## src/rtl/sreg_bus_master.sv

```systemverilog
// Serial-address / parallel-data SRAM bus initiator: shifts a 21-bit address
// MSB-first into the target shift register, then runs one OE read or WE write.
module sreg_bus_master #(
  parameter int ADDR_W = 21,
  parameter int DATA_W = 8,
  parameter int STROBE = 2
) (
  input  logic              clk,
  input  logic              reset_n,
  input  logic              cmd_valid,
  output logic              cmd_ready,
  input  logic              cmd_we,
  input  logic [ADDR_W-1:0] cmd_addr,
  input  logic [DATA_W-1:0] cmd_wdata,
  input  logic              addr_inval,
  output logic              rsp_valid,
  output logic [DATA_W-1:0] rsp_rdata,
  output logic              sreg_si,
  output logic              sreg_clk,
  output logic              sreg_en,
  output logic              bus_oe_n,
  output logic              bus_we_n,
  output logic [DATA_W-1:0] bus_data_o,
  output logic              bus_data_oe,
  input  logic [DATA_W-1:0] bus_data_i
);

  localparam int CNT_W = $clog2(ADDR_W);
  localparam logic [CNT_W-1:0] CNT_TOP = CNT_W'(ADDR_W - 1);
  localparam logic [3:0]       STB_TOP = 4'(STROBE - 1);

  typedef enum logic [2:0] {
    IDLE, SHIFT_LO, SHIFT_HI, LATCH, RD_STB, WR_SETUP, WR_STB, WR_HOLD
  } state_e;

  state_e              state_q;
  logic [CNT_W-1:0]    cnt_q;
  logic [3:0]          stb_q;
  logic                we_q;
  logic [ADDR_W-1:0]   addr_q;
  logic [DATA_W-1:0]   wdata_q;
  logic                addr_held_q;
  logic [ADDR_W-1:0]   held_addr_q;
  logic                cmd_ready_q, rsp_valid_q, sreg_si_q, sreg_clk_q, sreg_en_q;
  logic                oe_n_q, we_n_q, data_oe_q;
  logic [DATA_W-1:0]   rdata_q, data_o_q;

  always_ff @(posedge clk or negedge reset_n) begin
    if (!reset_n) begin
      state_q     <= IDLE;
      cnt_q       <= '0;
      stb_q       <= '0;
      we_q        <= 1'b0;
      addr_q      <= '0;
      wdata_q     <= '0;
      addr_held_q <= 1'b0;
      held_addr_q <= '0;
      cmd_ready_q <= 1'b1;
      rsp_valid_q <= 1'b0;
      rdata_q     <= '0;
      sreg_si_q   <= 1'b0;
      sreg_clk_q  <= 1'b0;
      sreg_en_q   <= 1'b0;
      oe_n_q      <= 1'b1;
      we_n_q      <= 1'b1;
      data_o_q    <= '0;
      data_oe_q   <= 1'b0;
    end else begin
      rsp_valid_q <= 1'b0;
      case (state_q)
        IDLE: begin
          if (cmd_valid && cmd_ready_q) begin
            we_q        <= cmd_we;
            addr_q      <= cmd_addr;
            wdata_q     <= cmd_wdata;
            cmd_ready_q <= 1'b0;
            // Target still holds this address: go straight to the data phase
            if (addr_held_q && (held_addr_q == cmd_addr) && !addr_inval) begin
              if (cmd_we) begin
                state_q   <= WR_SETUP;
                data_oe_q <= 1'b1;
                data_o_q  <= cmd_wdata;
              end else begin
                state_q <= RD_STB;
                oe_n_q  <= 1'b0;
                stb_q   <= STB_TOP;
              end
            end else begin
              state_q     <= SHIFT_LO;
              cnt_q       <= CNT_TOP;
              sreg_si_q   <= cmd_addr[ADDR_W-1];
              sreg_clk_q  <= 1'b0;
              sreg_en_q   <= 1'b0;
              addr_held_q <= 1'b0;
            end
          end else if (addr_inval) begin
            addr_held_q <= 1'b0;
          end
        end
        SHIFT_LO: begin
          state_q    <= SHIFT_HI;
          sreg_clk_q <= 1'b1;
        end
        SHIFT_HI: begin
          sreg_clk_q <= 1'b0;
          if (cnt_q == '0) begin
            state_q     <= LATCH;
            sreg_en_q   <= 1'b1;
            held_addr_q <= addr_q;
            addr_held_q <= 1'b1;
          end else begin
            state_q   <= SHIFT_LO;
            cnt_q     <= cnt_q - 1'b1;
            sreg_si_q <= addr_q[cnt_q - 1'b1];
          end
        end
        LATCH: begin
          if (we_q) begin
            state_q   <= WR_SETUP;
            data_oe_q <= 1'b1;
            data_o_q  <= wdata_q;
          end else begin
            state_q <= RD_STB;
            oe_n_q  <= 1'b0;
            stb_q   <= STB_TOP;
          end
        end
        RD_STB: begin
          if (stb_q == '0) begin
            state_q     <= IDLE;
            oe_n_q      <= 1'b1;
            rdata_q     <= bus_data_i;
            rsp_valid_q <= 1'b1;
            cmd_ready_q <= 1'b1;
          end else begin
            stb_q <= stb_q - 1'b1;
          end
        end
        WR_SETUP: begin
          state_q <= WR_STB;
          we_n_q  <= 1'b0;
          stb_q   <= STB_TOP;
        end
        WR_STB: begin
          if (stb_q == '0) begin
            state_q <= WR_HOLD;
            we_n_q  <= 1'b1;
          end else begin
            stb_q <= stb_q - 1'b1;
          end
        end
        WR_HOLD: begin
          state_q     <= IDLE;
          data_oe_q   <= 1'b0;
          rsp_valid_q <= 1'b1;
          cmd_ready_q <= 1'b1;
        end
        default: begin
          state_q     <= IDLE;
          cmd_ready_q <= 1'b1;
        end
      endcase
    end
  end

  assign cmd_ready   = cmd_ready_q;
  assign rsp_valid   = rsp_valid_q;
  assign rsp_rdata   = rdata_q;
  assign sreg_si     = sreg_si_q;
  assign sreg_clk    = sreg_clk_q;
  assign sreg_en     = sreg_en_q;
  assign bus_oe_n    = oe_n_q;
  assign bus_we_n    = we_n_q;
  assign bus_data_o  = data_o_q;
  assign bus_data_oe = data_oe_q;

endmodule

```

## config.mk

```make
export PLATFORM = sky130hd
export DESIGN_NAME = sreg_bus_master
export DESIGN_NICKNAME = d
export VERILOG_FILES = /design/src/rtl/sreg_bus_master.sv
export SDC_FILE = /design/constraint.sdc
export NUM_CORES = 1
export LEC_CHECK = 0
export ABC_AREA = 1
export CAP_MARGIN = 20
export CORE_UTILIZATION = 49
export CTS_CLUSTER_DIAMETER = 50
export DETAILED_ROUTE_END_ITERATION = 12
export PLACE_DENSITY = 0.76
export SLEW_MARGIN = 20
export SYNTH_ARGS = -nofsm -noshare
export SYNTH_HDL_FRONTEND = slang
export SYNTH_SLANG_ARGS = --single-unit
```

## constraint.sdc

```tcl
create_clock -name clk -period 1.8 [get_ports clk]
set_input_delay 0.54 -clock clk [delete_from_list [all_inputs] [get_ports clk]]
set_output_delay 0.54 -clock clk [all_outputs]
set_load 0.02 [all_outputs]
```

=== After elaboration in Yosys (flattened, before gate mapping) ===
Index checks and enable logic that the tools add are counted.

* $add $sub $neg: 2
* Order comparisons: 1
* Equality and inequality tests: 22
* Multiplexer cells: 53
* Reductions and logical operators: 30

{| class="wikitable"
|+ Operators with widths
! operator !! count
|-
| $mux W8 || 4
|-
| $ne A2 B2 Y1 const B || 12
|-
| $pmux W3 S8 || 1
|-
| $mux W1 || 22
|-
| $eq A21 B21 Y1 || 1
|-
| $mux W4 || 5
|-
| $pmux W4 S4 || 1
|-
| $pmux W8 S2 || 1
|-
| $mux W5 || 3
|-
| $eq A3 B3 Y1 const B || 4
|-
| $mux W3 || 4
|-
| $pmux W1 S3 || 4
|-
| $reduce_and A4 Y1 || 3
|-
| $reduce_and A6 Y1 || 2
|-
| $reduce_bool A3 Y1 || 4
|-
| $pmux W1 S2 || 5
|-
| $pmux W5 S2 || 1
|-
| $reduce_and A5 Y1 || 2
|-
| $reduce_and A3 Y1 || 3
|-
| $reduce_and A2 Y1 || 4
|-
| $eq A3 B2 Y1 const B || 2
|-
| $lt A5 B6 Y1 const B || 1
|-
| $ne A3 B3 Y1 const B || 2
|-
| $reduce_bool A2 Y1 || 3
|-
| 12 further kinds || 14
|}

* Flip-flop bits (word level): 88
* Input port bits: 42
* Output and inout port bits: 24
* Word-level logic and storage cells: 126

=== Longest topological paths before layout ===
* Word-level depth: 6
* Mapped depth: 14
* Depth with buffers taken out: 13

=== Least setup slack after synthesis ===
Ideal clock, no wire load.

* Path type: reg2reg
* Start: register cnt_q[0]
* End: register sreg_si_q, in the netlist sreg_si
* Setup time: 119 ps
* Arrival time: 1805 ps
* Required time: 1681 ps
* Slack: -124 ps
* Cell stages (with the launch flop): 13
* Clock period less this slack: 1924 ps
* Path through: dfrtp_1 -> inv_1 -> clkbuf_1 -> ha_1 -> clkbuf_1 -> inv_1 -> nand3_1 -> a21oi_1 -> nor2_1 -> nor2_1 -> nand2_1 -> nand4_1 -> nand2_1

* Cells in the longest elaborated chain, start to end: 5

{| class="wikitable"
|+ Ends and longest elaborated chain
! item !! line !! source
|-
| start: declaration || 37 || <nowiki>logic [CNT_W-1:0] cnt_q;</nowiki>
|-
| start signal: assignment || 113 || <nowiki>cnt_q <= cnt_q - 1'b1;</nowiki>
|-
| $sub A5 B1 Y5 || 114 || <nowiki>sreg_si_q <= addr_q[cnt_q - 1'b1];</nowiki>
|-
| $bmux W1 S5 || 114 ||
|-
| $mux W1 (not written as such) || 114 ||
|-
| $mux W1 || 106 || <nowiki>if (cnt_q == '0) begin</nowiki>
|-
| $pmux W1 S2 || 70 || <nowiki>case (state_q)</nowiki>
|-
| end signal: assignment || 91 || <nowiki>sreg_si_q <= cmd_addr[ADDR_W-1];</nowiki>
|-
| end signal: assignment || 114 ||
|-
| end: declaration || 44 || <nowiki>logic cmd_ready_q, rsp_valid_q, sreg_si_q, sreg_clk_q, sreg_en_q;</nowiki>
|}

Parallel ways exist; a longest one is shown, timed or not. The select of a mux whose other input is x is not followed.
A chain may end at the register's enable or synchronous reset.

=== Final worst setup path ===
* Start: register oe_n_q, in the netlist bus_oe_n
* End: output bus_oe_n

{| class="wikitable"
|+ RTL lines
! item !! line !! source
|-
| start: declaration || 45 || <nowiki>logic oe_n_q, we_n_q, data_oe_q;</nowiki>
|-
| start signal: assignment || 64 || <nowiki>oe_n_q <= 1'b1;</nowiki>
|-
| start signal: assignment || 85 || <nowiki>oe_n_q <= 1'b0;</nowiki>
|-
| start signal: assignment || 124 || <nowiki>oe_n_q <= 1'b0;</nowiki>
|-
| end: declaration || 21 || <nowiki>output logic bus_oe_n,</nowiki>
|}

No word-level cell between the ends.

==> key figures <==
Status
  – Status: completed

Power and ir drop
  – Reg power frac: 0.365
  – Pleak: 2.968 nW
  – Sw Ratio: 0.4394
  – Peak supply drop: 0.0007773 V
  – Net switching power: 4.051 mW
  – Pint: 5.168 mW
  – Pwr per Cell Area: 1627 mW/mm^2
  – Clock power frac: 0.160
  – Comb power frac: 0.476
  – Overall Power: 9.219 mW

STA
  – Fin crit share: 0.9760
  – Final Setup Violations: 0
  – Max_slew headroom: 0.7500
  – Minimum clock period: 1757 ps
  – Slew of the pin with the lowest slew margin: 374.7 ps
  – Final hold vios: 0
  – Clock skew: 16.83 ps
  – Slack of the critical path: 43.17 ps
  – Slew Limit Fails: 0
  – Fmax: 569.2 MHz

Logic synthesis
  – Yosys reg bits: 88
  – Largest family of logic cells by synthesized area: simple AND/OR/NAND/NOR gates
  – Yosys cell types: 30
  – Mux share of post-synthesis cell area: 0
  – Xor and xnor fraction of the mapped netlist area: 0.005949
  – Synth Area in Simple Gates: 0.3045
  – Synth Area in Compound Gates: 0.09575
  – Post-Syn Nets: 637
  – Synth Cell Area: 0.004417 mm^2
  – Post-Synth Adder-Cell Area: 0.008499
  – Avg Cell Area, Syn: 7.461 um^2
  – Register area share after synthesis: 0.4994
  – Ys Warns: 0
  – Syn Inst Count: 592

Routing
  – Antenna Violating Nets Remaining: 0
  – Vias per Instance: 5.123
  – Total Wirelength: 11.05 mm
  – Via count: 4078
  – DRT Pass-1 Iters: 5
  – Drt initial violations: 231
  – Avg WL per Cell: 13.88 um
  – Residual DRC: 0

Floorplan
  – Die height: 96.94 um
  – Die Area: 0.009397 mm^2
  – # IOs: 66
  – Die X: 96.94 um
  – Starting Density: 0.5065
  – Core Region: 0.008721 mm^2
  – Row cnt: 34

Setup path
  – CP cell instances: dlygate4sd2_1
  – Buffers & Inverters on Critical Path: 1
  – Crit Path Max Fanout: 2
  – R2R cell count: 7
  – Crit. End Element: output pin
  – Worst EP arrival: 1220 ps
  – CP Launch Type: register
  – CP top delay family: flip-flops
  – Critical Path RT: 1260 ps
  – Slowest CP cell: dfstp_2
  – Critical path depth in cells: 1
  – CP max stage delay: 530 ps
  – Setup CP Type: register to output pin

GRT
  – Pin count of the biggest net entering global routing: 51
  – Vias in the first global route: 4037
  – Antenna violations before repair: 0
  – Gr ovfl total: 0
  – First-pass GRT wire length: 19.00 mm
  – Total GRT Usage: 0.2511

Placement
  – Dpl cells: 778
  – Port Buf Inserts: 65
  – GP Congestion: 0.9428
  – Dpl hpwl: 7.788 mm
  – Setup WS pre-CTS: -623.2 ps

Final layout
  – Ratio of cells with drive above 1 in the final layout: 0.1279
  – Filler instances: 740
  – Final nets: 728
  – Commonest non-fill, non-tap cell in the layout: nand2_1
  – Area grow syn2layout: 28.33%
  – Finished Layout Cells: 796
  – Diode count: 0
  – Final Util: 0.6499
  – Most frequent cells in the layout: nand2_1, dfrtp_1, inv_1

Clock tree
  – CTS buffer count: 9
  – H-Tree Depth: 3
  – Worst-path clk slew: 100 ps
  – CTS tree: built
  – Clk buf depth: 2
  – CTS Sinks: 88
  – CTS Hold Bufs: 0
  – Root buf cell: clkbuf_8
  – Clk_lat worst skew: 370 ps

Worst hold path
  – HP Class: input port to asynchronous set/reset pin

Job
  – Max-cap viol count: 0
-- kinds of logic (layout without fill, tap and decap cells) --
| group | after synthesis | in the layout |
|---|---|---|
| buf+inv | 100 | 194 |
| compound gates | 83 | 83 |
| xor+xnor | 3 | 3 |
| flops | 88 | 88 |
| simple gates | 315 | 317 |
| fa+ha+maj | 3 | 3 |
-- cells in the mapped netlist --
| master | n | area share |
|---|---|---|
| nor2_2 | 5 | 0.0071 |
| nand3_1 | 25 | 0.028 |
| o22ai_1 | 1 | 0.0014 |
| inv_1 | 79 | 0.067 |
| a21oi_1 | 5 | 0.0057 |
| nand4_2 | 1 | 0.0028 |
| nor4_1 | 1 | 0.0014 |
| xor2_1 | 3 | 0.0060 |
| o21ai_1 | 11 | 0.012 |
| nand3_4 | 1 | 0.0040 |
| or2_2 | 2 | 0.0028 |
| a31o_2 | 1 | 0.0020 |
| inv_2 | 6 | 0.0051 |
| nor3_2 | 1 | 0.0023 |
| buf_2 | 3 | 0.0034 |
| clkbuf_1 | 12 | 0.010 |
| ha_1 | 3 | 0.0085 |
| nand3b_1 | 2 | 0.0034 |
| nor3_4 | 1 | 0.0037 |
| or3b_2 | 1 | 0.0020 |
| o211ai_1 | 1 | 0.0017 |
| nand2_4 | 2 | 0.0051 |
| nand2_2 | 2 | 0.0028 |
| nand4_1 | 14 | 0.020 |
| dfstp_2 | 3 | 0.018 |
| nand2_1 | 220 | 0.19 |
| o21ai_0 | 64 | 0.073 |
| nor3_1 | 2 | 0.0023 |
| nor2_1 | 35 | 0.030 |
| dfrtp_1 | 85 | 0.48 |
-- final timing paths --
check	slack (ps)	endpoint	start
min in group clk	430	addr_q[11]$_DFFE_PN0P_	cmd_addr[11]
max in group asynchronous	1220	state_q[0]$_DFFE_PN0P_	reset_n
min reg2reg	470	bus_oe_n$_DFFE_PN1P_	bus_oe_n$_DFFE_PN1P_
min	50	stb_q[1]$_DFFE_PN0P_	reset_n
max	40	bus_oe_n	bus_oe_n$_DFFE_PN1P_
max reg2reg	110	bus_data_o[4]$_DFFE_PN0P_	state_q[2]$_DFFE_PN0P_
-- what timing repair did --
item                       4_1_cts  5_1_grt
buffers inserted                 0        0
pin swaps                       16        7
setup endpoints to repair       48       44
gates cloned                     2        0
resized for setup               57       17
-- layout make-up --
type	count	area (um^2)	share of cell area
Clock buffer	10	137.6	0.02428
Clock inverter	6	72.57	0.01280
Inverter	85	319.1	0.05629
Multi-Input combinational cell	406	1922	0.3391
Sequential cell	88	2207	0.3894
Tap cell	108	135.1	0.02384
Timing Repair Buffer	93	874.6	0.1543
-- power groups by stage --
stage	clock network [mW]	registers, mW	logic (mW)
2_1_floorplan	0	3.58	2.51
6_report	1.47	3.36	4.39
3_5_place_dp	0	3.37	4.33
3_3_place_gp	0	3.35	4.18
5_1_grt	1.57	3.48	4.93
4_1_cts	1.49	3.34	4.29
-- metrics by stage --
stage / setup TNS (ps) / hold WS (ps) / area, um^2
after detailed placement: -14920 / 456.6 / 5400
after floorplan: 0 / 244.4 / 4422
final: 0 / 53.34 / 5668
after global placement: -12650 / 452.4 / 5400
after CTS: 0 / 59.78 / 5624
after global routing: -38.57 / 60.84 / 5668
-- layer usage --
layer | GRT usage | part of all wire
met4 | 0.08152 | 0.017
met3 | 0.04408 | 0.048
met5 | 0 | 0
met1 | 0.3482 | 0.46
met2 | 0.4014 | 0.47
-- state kept, by name, summed over array words and instances, names as in the netlist, 3 cells and up --
| name | count |
|---|---|
| addr_q | 21 |
| held_addr_q | 21 |
| bus_data_o | 8 |
| rsp_rdata | 8 |
| wdata_q | 8 |
| cnt_q | 5 |
| stb_q | 4 |
| state_q | 3 |
No activity file was read; power rests on OpenSTA's default activity.
==> edit, RTL diff (same settings) <==
Make the reset (`reset_n`) synchronous in one clocked block.
--- a/src/rtl/sreg_bus_master.sv
+++ b/src/rtl/sreg_bus_master.sv
@@ -45,7 +45,7 @@
   logic                oe_n_q, we_n_q, data_oe_q;
   logic [DATA_W-1:0]   rdata_q, data_o_q;
 
-  always_ff @(posedge clk or negedge reset_n) begin
+  always_ff @(posedge clk) begin
     if (!reset_n) begin
       state_q     <= IDLE;
       cnt_q       <= '0;
Check against the original RTL: differs if reset_n is asserted again (counterexample within 4 cycles, from zero or initial values and one cycle with reset_n low); with reset_n held inactive, the same outputs for 10 cycles.
==> edit against the original RTL <==
  * Via count grew 5.6%
  * Area after synthesis down 5.9%
  * Wire length hardly changed
  * Final area fell by 3.6%
  * Cell count rose by 2.9%
  * Power is 7.0% lower
  * Setup slack gained 0.050 ns
  * Sequential cell count is the same
  * Critical path type is now input pin to flop
  * Critical endpoint is now bus_data_o[6]$_SDFFE_PN0P_
==> edit: results (changes against the original RTL) <==
{| class="wikitable"
! Metric !! Value
|-
| Post-synth net total || 661 (+3.8%)
|-
| List of most frequent post-synthesis cells || 139 x sky130_fd_sc_hd__nand2_1, 88 x sky130_fd_sc_hd__dfxtp_1, 82 x sky130_fd_sc_hd__inv_1, 78 x sky130_fd_sc_hd__a21oi_1, 74 x sky130_fd_sc_hd__o21ai_0
|-
| Final HPWL from detailed placement || 7.67 mm (-1.5%)
|-
| Leading register cell type out of synthesis || sky130_fd_sc_hd__dfxtp_1
|-
| Maximum number of pins on one net before global-route repair || 37 (-27%)
|-
| Share of async-settable or async-resettable flops after synthesis || 0 (-1.00)
|-
| Critical R2R Capture || addr_held_q$_SDFFE_PN0P_
|-
| Proportion of synthesized chip area in sequential cells || 0.424 (-0.0753)
|-
| Average vias per placed instance || 5.26 (+2.7%)
|-
| Crit path max-delay family || simple AND/OR/NAND/NOR gates
|-
| Startpoint of the most critical setup path || cmd_valid
|-
| Number of library cell types mapped by synthesis || 31 (+3.3%)
|-
| Critical-path maximum fanout || 5 (+3)
|-
| Static leakage power || 0.00250 uW (-16%)
|-
| Max Clock Skew || 0.0125 ns (-0.00429 ns)
|-
| Total routing resource utilization after global routing || 0.260 (+0.00863)
|-
| Post-placement worst setup slack || -0.662 ns (-0.0386 ns)
|-
| Via count of the first global-routing pass || 3968 (-1.7%)
|-
| R2R cell count || 9 (+2)
|-
| Final #Nets || 754 (+3.6%)
|-
| Max incr delay on CP || 0.41 ns (-0.12 ns)
|-
| Launching point of the worst reg2reg path || cnt_q[1]$_SDFFE_PN0P_
|-
| Wire length reported by the detailed router || 11.1 mm (about the same)
|-
| Last element of the critical path || bus_data_o[6]$_SDFFE_PN0P_
|-
| Worst Max-Slew Pin Slew || 0.498 ns (+0.123 ns)
|-
| Post-route minimum period || 1.71 ns (-0.0504 ns)
|-
| Status || complete, no violations
|-
| CTS clock-pin slew for the worst setup and hold paths || 0.08 ns (-0.02 ns)
|-
| Slowest stage cell, crit path || sky130_fd_sc_hd__nor2_1
|-
| Share of layout cells above drive strength 1 || 0.157 (+0.0290)
|-
| Worst path arrival time || 1.95 ns (+0.73 ns)
|-
| DRC violation total after the first TritonRoute iteration || 252 (+9.1%)
|-
| Worst voltage drop across the vdd grid || 0.716 mV (-7.8%)
|-
| Routability Congestion || 0.905 (-4.0%)
|-
| Worst min path class || flop to flop
|-
| Wire length of the first global-routing pass || 18.1 mm (-4.7%)
|}
==> edit: how the worst min path moves through the flow <==
stage	to	cells after the start	from
finish	wdata_q[3]$_SDFFE_PN0P_	2	wdata_q[3]$_SDFFE_PN0P_
global placement	wdata_q[7]$_SDFFE_PN0P_	2	wdata_q[7]$_SDFFE_PN0P_
CTS	wdata_q[3]$_SDFFE_PN0P_	2	wdata_q[3]$_SDFFE_PN0P_
detailed placement	wdata_q[3]$_SDFFE_PN0P_	2	wdata_q[3]$_SDFFE_PN0P_
floorplan	wdata_q[6]$_SDFFE_PN0P_	2	wdata_q[6]$_SDFFE_PN0P_
global route	wdata_q[7]$_SDFFE_PN0P_	2	wdata_q[7]$_SDFFE_PN0P_
==> edit: worst min-delay path, delay by kind of cell (launching register included) <==
kind | cells | cell delay [ns]
AO/OA/AOI/OAI | 1 | 0.05
buffers and inverters | 1 | 0.05
flip-flops | 1 | 0.30
==> edit: metal layers <==
layer  global-route usage  routed length, um
met1                0.334               5010
met2                0.434               5140
met3               0.0526                713
met4               0.0833                196
met5                    0                  0
==> edit: report_power, final <==
group | internal (uW) | switching [uW]
registers | 2530 | 302
clock network | 850 | 708
logic | 1540 | 2640
==> edit: logic make-up (layout without fill, tap and decap cells) <==
kind of cell,count (synthesis),count (layout),synth area share
and+or+nand+nor,250,250,0.256
adders and majority gates,2,2,0.00602
xor gates and xnor gates,3,3,0.00633
AOI/OAI and AO/OA,161,161,0.199
buffers and inverters,113,210,0.108
DFF,88,88,0.424
==> edit: what timing repair did <==
item | in CTS | in global routing
endpoints found under the setup margin | 48 | 30
resized for setup | 74 | 22
pin swaps | 25 | 11
setup buffers | 5 | 3
==> edit: layout make-up <==
type | instances | area [sq um]
Clock buffer | 12 | 155
Clock inverter | 3 | 65.1
Fill cell | 729 | 2750
Inverter | 88 | 338
Multi-Input combinational cell | 416 | 2070
Sequential cell | 88 | 1760
Tap cell | 105 | 131
Timing Repair Buffer | 107 | 937
==> edit: stage by stage <==
step | utilization | std cells | power (uW) | hold slack (ns) | area (sq um)
floorplan | - | 617 | 5450 | 0.425 | 4150
finish | 0.665 | 819 | 8570 | 0.453 | 5460
detailed placement | 0.619 | 796 | 6800 | 0.442 | 5080
global placement | 0.619 | 796 | 6670 | 0.434 | 5080
global route | 0.665 | 819 | 9180 | 0.471 | 5460
CTS | 0.654 | 816 | 8400 | 0.455 | 5370
